$ cat src/rtl/game_pkg.sv
// Shared definitions for the door-guessing game.
//   game_state_t : round controller states
//   door_t       : door index 0..3
//   LFSR_SEED    : LFSR value after reset
//   LFSR_TAPS    : feedback mask for x^8+x^6+x^5+x^4+1 (bits 7,5,4,3)
//   lfsr_next()  : one Fibonacci LFSR step
package game_pkg;

    typedef enum logic [1:0] {
        IDLE      = 2'd0,
        ROUND     = 2'd1,
        REVEAL    = 2'd2,
        GAME_OVER = 2'd3
    } game_state_t;

    typedef logic [1:0] door_t;

    localparam logic [7:0] LFSR_SEED = 8'hA5;
    localparam logic [7:0] LFSR_TAPS = 8'hB8;

    // Shift left and feed the XOR of the tapped bits into bit 0.
    // A nonzero state never maps to zero.
    function automatic logic [7:0] lfsr_next(input logic [7:0] cur);
        return {cur[6:0], ^(cur & LFSR_TAPS)};
    endfunction

endpackage

$ cat src/rtl/door_game_ctrl_tick_gen.sv
// One-second prescaler.
//   clk   : system clock
//   reset : synchronous, active-low
//   clear : holds the count at zero (used on state entry)
//   tick  : high during the last cycle of each TICK_DIV-cycle period
module tick_gen #(
    parameter int TICK_DIV = 25_000_000
) (
    input  logic clk,
    input  logic reset,
    input  logic clear,
    output logic tick
);

    localparam int CW = (TICK_DIV > 1) ? $clog2(TICK_DIV) : 1;
    localparam logic [CW-1:0] LAST = CW'(TICK_DIV - 1);
    localparam logic [CW-1:0] ZERO = {CW{1'b0}};
    localparam logic [CW-1:0] ONE  = CW'(1);

    logic [CW-1:0] cnt_r;

    // Prescaler count: wraps after LAST, forced to zero by reset or clear.
    always_ff @(posedge clk) begin
        if (!reset) begin
            cnt_r <= ZERO;
        end else if (clear || (cnt_r == LAST)) begin
            cnt_r <= ZERO;
        end else begin
            cnt_r <= cnt_r + ONE;
        end
    end

    assign tick = (cnt_r == LAST);

endmodule

$ cat src/rtl/door_game_ctrl.sv
// Round controller for the door-guessing game.
//   clk, reset     : clock, synchronous active-low reset
//   start          : begins a game from IDLE or GAME_OVER
//   choice_valid   : one-cycle door-button pulse, qualifies choice
//   choice         : chosen door 0..3
//   correct_door   : door drawn for the current round
//   time_up        : high while the correct door is revealed
//   seconds_left   : round countdown for display
//   lives, score   : remaining lives, rounds won (saturating)
//   game_over      : high in GAME_OVER
module door_game_ctrl
    import game_pkg::*;
#(
    parameter int TICK_DIV       = 25_000_000,
    parameter int ROUND_SECONDS  = 10,
    parameter int REVEAL_SECONDS = 3,
    parameter int LIVES          = 3
) (
    input  logic       clk,
    input  logic       reset,
    input  logic       start,
    input  logic       choice_valid,
    input  logic [1:0] choice,
    output logic [1:0] correct_door,
    output logic       time_up,
    output logic [3:0] seconds_left,
    output logic [1:0] lives,
    output logic [7:0] score,
    output logic       game_over
);

    localparam logic [3:0] ROUND_SECS  = 4'(ROUND_SECONDS);
    localparam logic [3:0] REVEAL_SECS = 4'(REVEAL_SECONDS);
    localparam logic [1:0] LIVES_INIT  = 2'(LIVES);

    game_state_t state_r;
    logic [7:0]  lfsr_r;
    door_t       correct_door_r;
    logic        time_up_r;
    logic [3:0]  secs_r;
    logic [3:0]  reveal_cnt_r;
    logic [1:0]  lives_r;
    logic [7:0]  score_r;
    logic        game_over_r;
    logic        latch_full_r;
    door_t       latch_door_r;

    logic        tick_s;
    logic        clear_s;
    logic        pick_valid_s;
    door_t       pick_door_s;
    logic        win_s;

    // Every exit from ROUND and REVEAL happens on a tick, where the
    // prescaler wraps by itself; holding it clear in the waiting states
    // makes ROUND entry start on a fresh second as well.
    always_comb begin
        clear_s = 1'b0;
        if ((state_r == IDLE) || (state_r == GAME_OVER)) begin
            clear_s = 1'b1;
        end else begin
            clear_s = 1'b0;
        end
    end

    tick_gen #(
        .TICK_DIV(TICK_DIV)
    ) u_tick_gen (
        .clk  (clk),
        .reset(reset),
        .clear(clear_s),
        .tick (tick_s)
    );

    // Effective pick: the latched choice, or a pulse arriving on this
    // very cycle when the latch is still empty (final-tick pick).
    always_comb begin
        pick_valid_s = 1'b0;
        pick_door_s  = 2'd0;
        if (latch_full_r) begin
            pick_valid_s = 1'b1;
            pick_door_s  = latch_door_r;
        end else if (choice_valid) begin
            pick_valid_s = 1'b1;
            pick_door_s  = choice;
        end else begin
            pick_valid_s = 1'b0;
            pick_door_s  = 2'd0;
        end
        win_s = pick_valid_s && (pick_door_s == correct_door_r);
    end

    // Game FSM with LFSR, choice latch, countdowns, lives and score.
    always_ff @(posedge clk) begin
        if (!reset) begin
            state_r        <= IDLE;
            lfsr_r         <= LFSR_SEED;
            correct_door_r <= 2'd0;
            time_up_r      <= 1'b0;
            secs_r         <= 4'd0;
            reveal_cnt_r   <= 4'd0;
            lives_r        <= LIVES_INIT;
            score_r        <= 8'd0;
            game_over_r    <= 1'b0;
            latch_full_r   <= 1'b0;
            latch_door_r   <= 2'd0;
        end else begin
            lfsr_r <= lfsr_next(lfsr_r);
            case (state_r)
                IDLE: begin
                    if (start) begin
                        state_r        <= ROUND;
                        correct_door_r <= lfsr_r[1:0];
                        secs_r         <= ROUND_SECS;
                        latch_full_r   <= 1'b0;
                        time_up_r      <= 1'b0;
                    end
                end
                ROUND: begin
                    if (choice_valid && !latch_full_r) begin
                        latch_full_r <= 1'b1;
                        latch_door_r <= choice;
                    end
                    if (tick_s) begin
                        if (secs_r == 4'd1) begin
                            state_r      <= REVEAL;
                            secs_r       <= 4'd0;
                            time_up_r    <= 1'b1;
                            reveal_cnt_r <= REVEAL_SECS;
                            if (win_s) begin
                                if (score_r != 8'hFF) begin
                                    score_r <= score_r + 8'd1;
                                end
                            end else begin
                                // lives >= 1 here: REVEAL never returns to ROUND at 0
                                lives_r <= lives_r - 2'd1;
                            end
                        end else begin
                            secs_r <= secs_r - 4'd1;
                        end
                    end
                end
                REVEAL: begin
                    if (tick_s) begin
                        if (reveal_cnt_r == 4'd1) begin
                            time_up_r <= 1'b0;
                            if (lives_r == 2'd0) begin
                                state_r     <= GAME_OVER;
                                game_over_r <= 1'b1;
                            end else begin
                                state_r        <= ROUND;
                                correct_door_r <= lfsr_r[1:0];
                                secs_r         <= ROUND_SECS;
                                latch_full_r   <= 1'b0;
                            end
                        end else begin
                            reveal_cnt_r <= reveal_cnt_r - 4'd1;
                        end
                    end
                end
                GAME_OVER: begin
                    if (start) begin
                        state_r        <= ROUND;
                        lives_r        <= LIVES_INIT;
                        score_r        <= 8'd0;
                        game_over_r    <= 1'b0;
                        correct_door_r <= lfsr_r[1:0];
                        secs_r         <= ROUND_SECS;
                        latch_full_r   <= 1'b0;
                        time_up_r      <= 1'b0;
                    end
                end
                default: begin
                    state_r <= IDLE;
                end
            endcase
        end
    end

    assign correct_door = correct_door_r;
    assign time_up      = time_up_r;
    assign seconds_left = secs_r;
    assign lives        = lives_r;
    assign score        = score_r;
    assign game_over    = game_over_r;

endmodule

$ cat config.mk
export PLATFORM = sky130hd
export DESIGN_NAME = door_game_ctrl
export DESIGN_NICKNAME = d
export VERILOG_FILES = /design/src/rtl/game_pkg.sv /design/src/rtl/door_game_ctrl_tick_gen.sv /design/src/rtl/door_game_ctrl.sv
export SDC_FILE = /design/constraint.sdc
export NUM_CORES = 1
export LEC_CHECK = 0
export ABC_CLOCK_PERIOD_IN_PS = 3400
export BUFFER_PORTS_ARGS = -buffer_cell sky130_fd_sc_hd__buf_2
export CAP_MARGIN = 20
export CELL_PAD_IN_SITES_DETAIL_PLACEMENT = 0
export CELL_PAD_IN_SITES_GLOBAL_PLACEMENT = 2
export CORE_MARGIN = 2
export CORE_UTILIZATION = 35
export DETAILED_ROUTE_END_ITERATION = 7
export PLACE_DENSITY = 0.84
export SLEW_MARGIN = 20
export SYNTH_ARGS = -nofsm -noshare
export SYNTH_HDL_FRONTEND = slang
export SYNTH_HIERARCHICAL = 1
export SYNTH_SLANG_ARGS = --single-unit
$ cat constraint.sdc
create_clock -name clk -period 3.4 [get_ports clk]
set_input_delay 1.02 -clock clk [delete_from_list [all_inputs] [get_ports clk]]
set_output_delay 1.02 -clock clk [all_outputs]
set_load 0.02 [all_outputs]
==> results of run 1 <==
[final timing paths]
path | end | slack, ns | cells past startpoint | startpoint
worst max register to register | score[7]$_SDFFE_PN0P_ | 0.45 | 9 | u_tick_gen/cnt_r[0]$_SDFF_PP0_
worst min register to register | lfsr_r[7]$_SDFF_PN1_ | 0.41 | 1 | lfsr_r[6]$_SDFF_PN0_
worst max-delay path | score[7]$_SDFFE_PN0P_ | 0.45 | 9 | u_tick_gen/cnt_r[0]$_SDFF_PP0_
worst min-delay path | lfsr_r[7]$_SDFF_PN1_ | 0.41 | 1 | lfsr_r[6]$_SDFF_PN0_
[placed cells by master (no fill, tap or decap), types with 7 or more instances in the layout]
| master | count |
|---|---|
| a21oi_1 | 16 |
| buf_2 | 23 |
| clkbuf_8 | 11 |
| dfxtp_1 | 60 |
| ha_1 | 10 |
| inv_1 | 13 |
| nand2_1 | 25 |
| nand2b_1 | 7 |
| nand3_1 | 15 |
| nand4_1 | 11 |
| nor2_1 | 36 |
| o21ai_0 | 16 |
| o31ai_1 | 8 |
| or3_1 | 7 |
| or4_1 | 7 |
| xnor2_1 | 8 |
| xor2_1 | 14 |
[worst register-to-register path: cells and delay by family, from the launching register on]
kind                     cells  cell delay [ns]
AO/OA/AOI/OAI                2             0.40
flip-flops                   1             0.39
adder cells (fa/ha/maj)      1             0.19
AND/OR/NAND/NOR              6             1.88
[per-layer routing]
layer / wire (µm) / GRT usage (%) / up-vias
li1: - / - / 1255
met5: 0 / 0 / -
met3: 170 / 4.03 / 8
met2: 3030 / 25.9 / 31
met4: 89 / 5.71 / 0
met1: 3030 / 18.6 / 1130
[per-stage QoR]
| stage | cells | util, % | area, µm² | setup slack, ns | hold slack [ns] |
|---|---|---|---|---|---|
| CTS | 469 | 41.1 | 3360 | 0.247 | 0.417 |
| global placement | 453 | 38.6 | 3150 | 0.443 | 0.396 |
| finish | 469 | 41.1 | 3360 | 0.448 | 0.413 |
| floorplan | 336 | - | 2940 | 0.780 | 0.386 |
| detailed placement | 453 | 38.6 | 3150 | 0.280 | 0.401 |
| global route | 469 | 41.1 | 3360 | 0.0491 | 0.450 |
[registers in the layout (all words and copies together) (netlist names)]
signal / flops
u_tick_gen/cnt_r: 25
seconds_left: 4
correct_door: 2
score: 8
lfsr_r: 8
state_r: 2
reveal_cnt_r: 4
time_up: 1
latch_door_r: 2
lives: 2
latch_full_r: 1
game_over: 1
[power breakdown]
group          switching, mW  internal [mW]
logic                  0.447          0.288
registers             0.0923          0.803
clock network          0.280          0.376
total                  0.820           1.47
[logic make-up (layout without fill, tap and decap cells)]
group	after synthesis	count (layout)	share of synthesized area, %
and+or+nand+nor	146	146	27.2
AOI/OAI and AO/OA	67	67	15.7
DFF	60	60	40.8
buffers and inverters	26	54	3.70
xor gates and xnor gates	22	22	6.55
adders and majority gates	10	10	4.25
muxes	5	5	1.74
[Yosys cell counts, drive strengths merged, types with 7 or more instances]
cell,n,area share (%)
nand4,12,2.8
or4,7,1.8
nand3,16,2.9
nand2b,7,1.5
or3,8,1.7
inv,13,1.7
dfxtp,60,41
clkbuf,8,1.0
xor2,14,4.2
o21ai,16,2.7
o31ai,8,2.0
a21oi,16,2.7
nand2,25,3.2
nor2,36,4.6
xnor2,8,2.4
ha,10,4.3
[area by class of cell]
cell class                      instances  share of cell area, %
Clock inverter                          4                   1.41
Inverter                               13                   1.45
Tap cell                              105                   3.91
Multi-Input combinational cell        250                   49.0
Timing Repair Buffer                   25                   3.87
Clock buffer                           12                   4.61
Sequential cell                        60                   35.7
==> impl_metrics.py, run 1 <==
metrics = {
    "clock_network": {
        "clkLatencyLatePin_ns": 0.34,
        "clk_pin_slew_ns": 0.07,
        "htree_levels": 3,
        "cts_hold_buf": 0,
        "post_cts_buffers": 0,
        "cts_tree": "done",
        "post_cts_resized": 0,
        "cts_root_buffer": "clkbuf_8",
        "clockBufferDepth": 2,
        "cts_num_sinks": 60,
        "cts_buffers": 9,
    },
    "setup_path": {
        "cpMaxStageDelayCell": "or4_1",
        "critPathMaxStageDelay_ns": 0.48,
        "critPathLaunchType": "flop",
        "cp.required_ns": 3.67,
        "path_cells": "ha_1, and3_1, nand3_1, nor4_2, nand4bb_1, a21boi_2, nand3_2, or4_1, a21oi_1",
        "crit_fanout": 6,
        "critPathCaptureType": "flop",
        "worst-setup-path-type": "flop to flop",
        "critPathTopFamily": "simple AND/OR/NAND/NOR gates",
        "worst-path-buf-inv": 0,
        "cp.arrival_ns": 3.22,
    },
    "power_and_ir_drop": {
        "power_density_nw_per_um2": 680,
        "peakVddDrop_mv": 0.344,
        "design_power_total_mw": 2.29,
        "leakagePower_nw": 1.23,
    },
    "global_route": {
        "grt_pass1_vias": 2345,
        "antenna_found_initial": 0,
        "grt_max_degree": 24,
        "grt_pass1_wl_um": 10900,
        "grt_use_total_pct": 15.3,
        "grt_overflow": 0,
    },
    "timing": {
        "max_freq_mhz": 339,
        "hold_viol": 0,
        "slew_headroom_pct": 53.0,
        "period_share_pct": 86.8,
        "tightest_slew_ns": 0.703,
        "fin_skew_ns": 0.0105,
        "rsz0062_at_grt": "no",
        "setup_tns_ns": 0,
        "min_period_ns": 2.95,
        "slew_viol_final": 0,
        "setup_viol": 0,
    },
    "logic_synthesis": {
        "netlist_instances": 336,
        "mappedNetlistNets": 352,
        "syn_avg_cell_area_um2": 8.75,
        "synth_warnings": 6,
        "yosysUniqueCellTypes": 57,
        "async_flop_share_pct": 0,
        "seq_area_frac_synth_pct": 40.8,
        "ys_ff_latch": 60,
        "synth_edf_count": 0,
        "netlist_area_um2": 2940,
        "synth_flop_cell": "dfxtp_1",
    },
    "placed_design": {
        "dp_hpwl_um": 4450,
        "gp_congestion": 0.803,
        "port_buffers": 23,
    },
    "floorplan": {
        "core_region_area_um2": 8180,
        "rows": 33,
        "start_util_pct": 36.0,
        "die_h_um": 95.7,
        "dieArea_um2": 9150,
        "die_w_um": 95.7,
        "io_pins": 24,
    },
    "route": {
        "vias": 2424,
        "firstDrtPassIters": 4,
        "drtAntennaViolNets": 0,
        "drc": 0,
        "wl_per_cell_um": 13.5,
        "vias_per_cell": 5.17,
        "routed_wl_um": 6320,
        "first_iter_violations": 63,
    },
    "run": {
        "cap_viol_max_count": 0,
    },
    "hold_path": {
        "hold_path_class": "flop to flop",
    },
    "cells_and_area": {
        "synthToLayoutAreaGrowth_pct": 14.3,
        "fin_nets": 375,
        "num-fill-cells": 859,
        "multi_input_area_um2": 1650,
        "ff_latch_area_um2": 1200,
        "drive_gt1_share_pct": 14.3,
        "antenna_cells": 0,
    },
    "outcome": {
        "outcome": "completed",
    },
}
Power figures use the tool's default switching activity.
==> run 2: changes to the inputs <==
Settings changed: SYNTH_HIERARCHICAL 1 to default.
==> impl_metrics.py, run 2 <==
metrics = {
    "logic_synthesis": {
        "synth_flop_cell": "dfxtp_1",
        "netlist_area_um2": 3110,
        "syn_avg_cell_area_um2": 8.41,
        "synth_warnings": 0,
        "synth_common_cells": "dfxtp_1, nor2_1, nand2_1",
        "netlist_instances": 370,
        "mappedNetlistNets": 386,
        "ys_ff_latch": 60,
        "synth_edf_count": 0,
        "synth.largest_area_cell": "dfxtp_1",
        "yosysMostFrequentCell": "dfxtp_1",
        "yosys-top-cells-area": "dfxtp_1, nor2_1, nand2_1, xnor2_1, ha_1",
        "synth.top_cell.area_share_pct": 38.6,
        "async_flop_share_pct": 0,
        "yosysUniqueCellTypes": 55,
        "seq_area_frac_synth_pct": 38.6,
    },
    "global_route": {
        "use_met3_pct": 4.44,
        "grt_use_total_pct": 16.0,
        "grt_pass1_vias": 2548,
        "grt_max_degree": 26,
        "antenna_found_initial": 0,
        "grt_pass1_wl_um": 12600,
        "met2_usage_pct": 25.2,
        "grt_busiest_layer": "met2",
        "grt_overflow": 0,
        "use_met1_pct": 21.7,
    },
    "timing": {
        "layout_setup_ws_ns": 0.814,
        "period_share_pct": 76.1,
        "fin_skew_ns": 0.00810,
        "setup_viol": 0,
        "min_period_ns": 2.59,
        "max_freq_mhz": 387,
        "setup_tns_ns": 0,
        "hold_viol": 0,
        "slew_viol_final": 0,
        "slew_headroom_pct": 51.3,
        "tightest_slew_ns": 0.724,
        "rsz0062_at_grt": "no",
    },
    "route": {
        "vias_per_cell": 5.36,
        "drtAntennaViolNets": 0,
        "drc": 0,
        "firstDrtPassIters": 4,
        "wl_per_cell_um": 14.6,
        "vias": 2718,
        "routed_wl_um": 7400,
        "first_iter_violations": 128,
    },
    "power_and_ir_drop": {
        "power_density_nw_per_um2": 633,
        "comb_power_share_pct": 27.5,
        "switching_share_pct": 33.4,
        "power_frac_seq_pct": 37.5,
        "design_power_total_mw": 2.26,
        "leakagePower_nw": 1.27,
        "clkPwrFrac_pct": 34.9,
        "p_int_mw": 1.51,
        "p_switching_uw": 756,
        "peakVddDrop_mv": 0.280,
    },
    "setup_path": {
        "path_cells": "or4b_2, nor3_1, nand3_1, a211oi_1, mux2i_1",
        "cp.depth": 5,
        "cp.arrival_ns": 2.85,
        "r2r_cells": 5,
        "worst-setup-path-type": "flop to flop",
        "worst-path-buf-inv": 0,
        "critPathMaxStageDelay_ns": 0.69,
        "critPathTopFamily": "simple AND/OR/NAND/NOR gates",
        "cpMaxStageDelayCell": "or4b_2",
        "crit_fanout": 7,
        "critPathCaptureType": "flop",
        "critPathLaunchType": "flop",
        "cp.required_ns": 3.67,
    },
    "placed_design": {
        "dp_slack_ns": 0.800,
        "port_buffers": 23,
        "dp_hpwl_um": 5190,
        "gp_congestion": 0.780,
        "place_area_um2": 3330,
    },
    "clock_network": {
        "clk_pin_slew_ns": 0.07,
        "cts_buffers": 9,
        "post_cts_buffers": 0,
        "clockBufferDepth": 2,
        "htree_levels": 3,
        "clkLatencyLatePin_ns": 0.33,
        "post_cts_resized": 0,
        "cts_hold_buf": 0,
        "cts_root_buffer": "clkbuf_8",
        "cts_num_sinks": 60,
        "cts_tree": "done",
    },
    "floorplan": {
        "die_w_um": 98.3,
        "start_util_pct": 35.9,
        "dieArea_um2": 9660,
        "rows": 34,
        "die_h_um": 98.3,
        "core_region_area_um2": 8680,
        "io_pins": 24,
    },
    "hold_path": {
        "hold_depth": 1,
        "hold_path_class": "flop to flop",
    },
    "cells_and_area": {
        "top_register": "u_tick_gen.cnt_r",
        "final_cell_mix": "dfxtp_1, nor2_1, nand2_1",
        "antenna_cells": 0,
        "num-fill-cells": 896,
        "final_common_cell": "dfxtp_1",
        "ff_latch_area_um2": 1200,
        "stdcell_area_um2": 3570,
        "multi_input_area_um2": 1800,
        "synthToLayoutAreaGrowth_pct": 14.8,
        "drive_gt1_share_pct": 12.3,
        "fin_nets": 411,
        "largest_register_ff_count": 25,
    },
    "outcome": {
        "outcome": "completed",
    },
    "run": {
        "cap_viol_max_count": 0,
    },
}
-- run 2: cell types whose count changed after synthesis, moves of 4 or more --
cell and change:
a21oi_1 -8, and4_1 +5, nand2_1 +12, nand3_1 +4
nor2_1 +7, nor3_1 +9, o31ai_1 -7, or3_1 -5
xnor2_1 +7
-- run 2: power groups by stage --
stage / logic (mW) / clock network (mW) / registers (mW)
6_report: 0.623 / 0.791 / 0.849
5_1_grt: 0.697 / 0.844 / 0.864
4_1_cts: 0.626 / 0.812 / 0.851
3_5_place_dp: 0.624 / 0 / 0.867
3_3_place_gp: 0.628 / 0 / 0.864
2_1_floorplan: 0.427 / 0 / 0.892
-- run 2: layer usage --
layer	routed length [µm]	part of all wire (%)
met1	3780	51
met2	3360	45
met3	215	2.9
met4	43	0.58
met5	0	0
-- run 2: worst reg2reg max path, delay by kind of cell, from the launching register on --
family	cells	cell delay [ns]
AOI/OAI and AO/OA	1	0.59
DFF	1	0.38
muxes	1	0.25
and+or+nand+nor	3	1.31
-- run 2: worst paths after layout --
kind / from / end / slack [ns]
setup / recovery: u_tick_gen.cnt_r[10]$_SDFF_PP0_ / state_r[0]$_SDFFE_PN0P_ / 0.81
hold reg to reg: lfsr_r[6]$_SDFF_PN0_ / lfsr_r[7]$_SDFF_PN1_ / 0.42
hold / removal: lfsr_r[6]$_SDFF_PN0_ / lfsr_r[7]$_SDFF_PN1_ / 0.42
setup reg to reg: u_tick_gen.cnt_r[10]$_SDFF_PP0_ / state_r[0]$_SDFFE_PN0P_ / 0.81
-- run 2: cell type report --
| class | count | share of cell area (%) |
|---|---|---|
| clock buffer | 11 | 3.96 |
| clock inverter | 4 | 2.73 |
| inverter | 16 | 1.68 |
| multi-input combinational | 282 | 50.4 |
| sequential | 60 | 33.6 |
| tap | 108 | 3.78 |
| timing repair buffer | 26 | 3.85 |
-- run 2: through the flow --
stage	std cells	util, %	hold WS, ns
CTS	507	41.2	0.427
global route	507	41.2	0.454
floorplan	370	-	0.386
detailed placement	492	38.4	0.417
finish	507	41.2	0.418
global placement	492	38.4	0.392
-- run 2: logic make-up (layout without fill, tap and decap cells) --
logic type	Yosys count	count (layout)	synth area share (%)
buf+inv	28	57	3.62
xor+xnor	27	27	7.60
simple gates	178	178	30.5
compound gates	60	60	13.4
mux	7	7	2.25
flops	60	60	38.6
fa+ha+maj	10	10	4.02
==> run 3: changes to the inputs <==
Settings changed: ABC_CLOCK_PERIOD_IN_PS 3400 to 2450.
Clock period 3.4 ns to 2.45 ns, I/O delays scaled along.
==> impl_metrics.py, run 3 (same netlist as run 2, synthesis figures left out) <==
metrics = {
    "route": {
        "drc": 0,
        "vias_per_cell": 5.22,
        "firstDrtPassIters": 4,
        "first_iter_violations": 102,
        "routed_wl_um": 7610,
        "drtAntennaViolNets": 0,
        "wl_per_cell_um": 14.3,
        "vias": 2782,
    },
    "clock_network": {
        "cts_buffers": 9,
        "cts_tree": "done",
        "clk_pin_slew_ns": 0.07,
        "cts_root_buffer": "clkbuf_8",
        "htree_levels": 3,
        "cts_hold_buf": 0,
        "clockBufferDepth": 2,
        "clkLatencyLatePin_ns": 0.33,
        "post_cts_buffers": 0,
        "cts_num_sinks": 60,
    },
    "timing": {
        "rsz0062_at_grt": "no",
        "tightest_slew_ns": 0.508,
        "slew_headroom_pct": 66.1,
        "slew_viol_final": 0,
        "period_share_pct": 93.7,
        "max_freq_mhz": 436,
        "layout_setup_ws_ns": 0.154,
        "hold_viol": 0,
        "setup_viol": 0,
        "fin_skew_ns": 0.00826,
        "min_period_ns": 2.30,
        "setup_tns_ns": 0,
    },
    "global_route": {
        "grt_pass1_vias": 2696,
        "grt_overflow": 0,
        "grt_pass1_wl_um": 13000,
        "antenna_found_initial": 0,
        "grt_use_total_pct": 16.6,
        "grt_max_degree": 28,
    },
    "setup_path": {
        "critPathCaptureType": "flop",
        "critPathTopFamily": "simple AND/OR/NAND/NOR gates",
        "path_cells": "or4b_2, nor3_1, buf_4, nand4_1, or3b_2, a21oi_1",
        "crit_fanout": 7,
        "cpMaxStageDelayCell": "or4b_2",
        "critPathLaunchType": "flop",
        "crit_start": "u_tick_gen.cnt_r[10]$_SDFF_PP0_",
        "cp.arrival_ns": 2.56,
        "worst-setup-path-type": "flop to flop",
        "cp.required_ns": 2.72,
        "rr_startpoint": "u_tick_gen.cnt_r[10]$_SDFF_PP0_",
        "critPathMaxStageDelay_ns": 0.68,
        "worst-path-buf-inv": 1,
    },
    "cells_and_area": {
        "final_cell_mix": "dfxtp_1, nor2_1, nand2_1",
        "antenna_cells": 0,
        "fin_nets": 437,
        "synthToLayoutAreaGrowth_pct": 20.1,
        "largest_register_ff_count": 25,
        "top_register": "u_tick_gen.cnt_r",
        "layoutNonFillerInstCount": 533,
        "final_common_cell": "dfxtp_1",
        "drive_gt1_share_pct": 18.4,
    },
    "placed_design": {
        "gp_congestion": 0.769,
        "port_buffers": 23,
        "placed_cells": 518,
        "dp_hpwl_um": 5510,
        "dp_slack_ns": 0.0283,
    },
    "floorplan": {
        "die_w_um": 98.3,
        "dieArea_um2": 9660,
        "rows": 34,
        "core_region_area_um2": 8680,
        "start_util_pct": 35.9,
        "die_h_um": 98.3,
        "io_pins": 24,
    },
    "power_and_ir_drop": {
        "power_density_nw_per_um2": 813,
        "peakVddDrop_mv": 0.293,
        "design_power_total_mw": 3.04,
        "leakagePower_nw": 1.38,
    },
    "hold_path": {
        "hold_path_class": "flop to flop",
        "min-delay-start": "lfsr_r[6]$_SDFF_PN0_",
    },
    "run": {
        "cap_viol_max_count": 0,
    },
    "outcome": {
        "outcome": "completed",
    },
}
## run 3: where the power goes
part	total (mW)	switching [mW]	internal, mW	leakage [nW]
clock	0.871	0.379	0.492	0.0935
sequential	1.16	0.0887	1.08	0.489
combinational	1.00	0.593	0.410	0.798
total	3.04	1.06	1.98	1.38
## run 3: path summary, 6_finish.rpt
kind / end / slack, ns / cells past startpoint
worst max-delay path: reveal_cnt_r[2]$_SDFFE_PN0P_ / 0.15 / 6
worst min-delay path: lfsr_r[7]$_SDFF_PN1_ / 0.41 / 1
worst max register to register: reveal_cnt_r[2]$_SDFFE_PN0P_ / 0.15 / 6
worst min register to register: lfsr_r[7]$_SDFF_PN1_ / 0.41 / 1
## run 3: timing repair
item                                    CTS  global route
pin swaps                                 0             2
cloned                                    0             0
endpoints found under the setup margin    1            10
resized for setup                         1             5
## run 3: stage by stage
stage | util [%] | hold WS, ns | cell area, µm²
5_1_grt | 43.1 | 0.443 | 3740
2_1_floorplan | - | 0.386 | 3110
6_report | 43.1 | 0.412 | 3740
3_3_place_gp | 40.7 | 0.396 | 3530
3_5_place_dp | 40.7 | 0.396 | 3530
4_1_cts | 42.9 | 0.416 | 3720
## run 3: layout make-up
class | instances | area, µm²
Clock buffer | 13 | 149
Multi-Input combinational cell | 282 | 1820
Fill cell | 860 | 4940
Sequential cell | 60 | 1200
Timing Repair Buffer | 52 | 333
Tap cell | 108 | 135
Inverter | 16 | 60.1
Clock inverter | 2 | 35.0
## run 3: layer usage
layer  up-vias  part of all wire [%]  GRT usage (%)
met5         -                     0              0
met1      1305                    49           22.7
met3        10                   3.0           3.51
met2        40                    46           25.9
li1       1427                     -              -
met4         0                   1.6           6.32
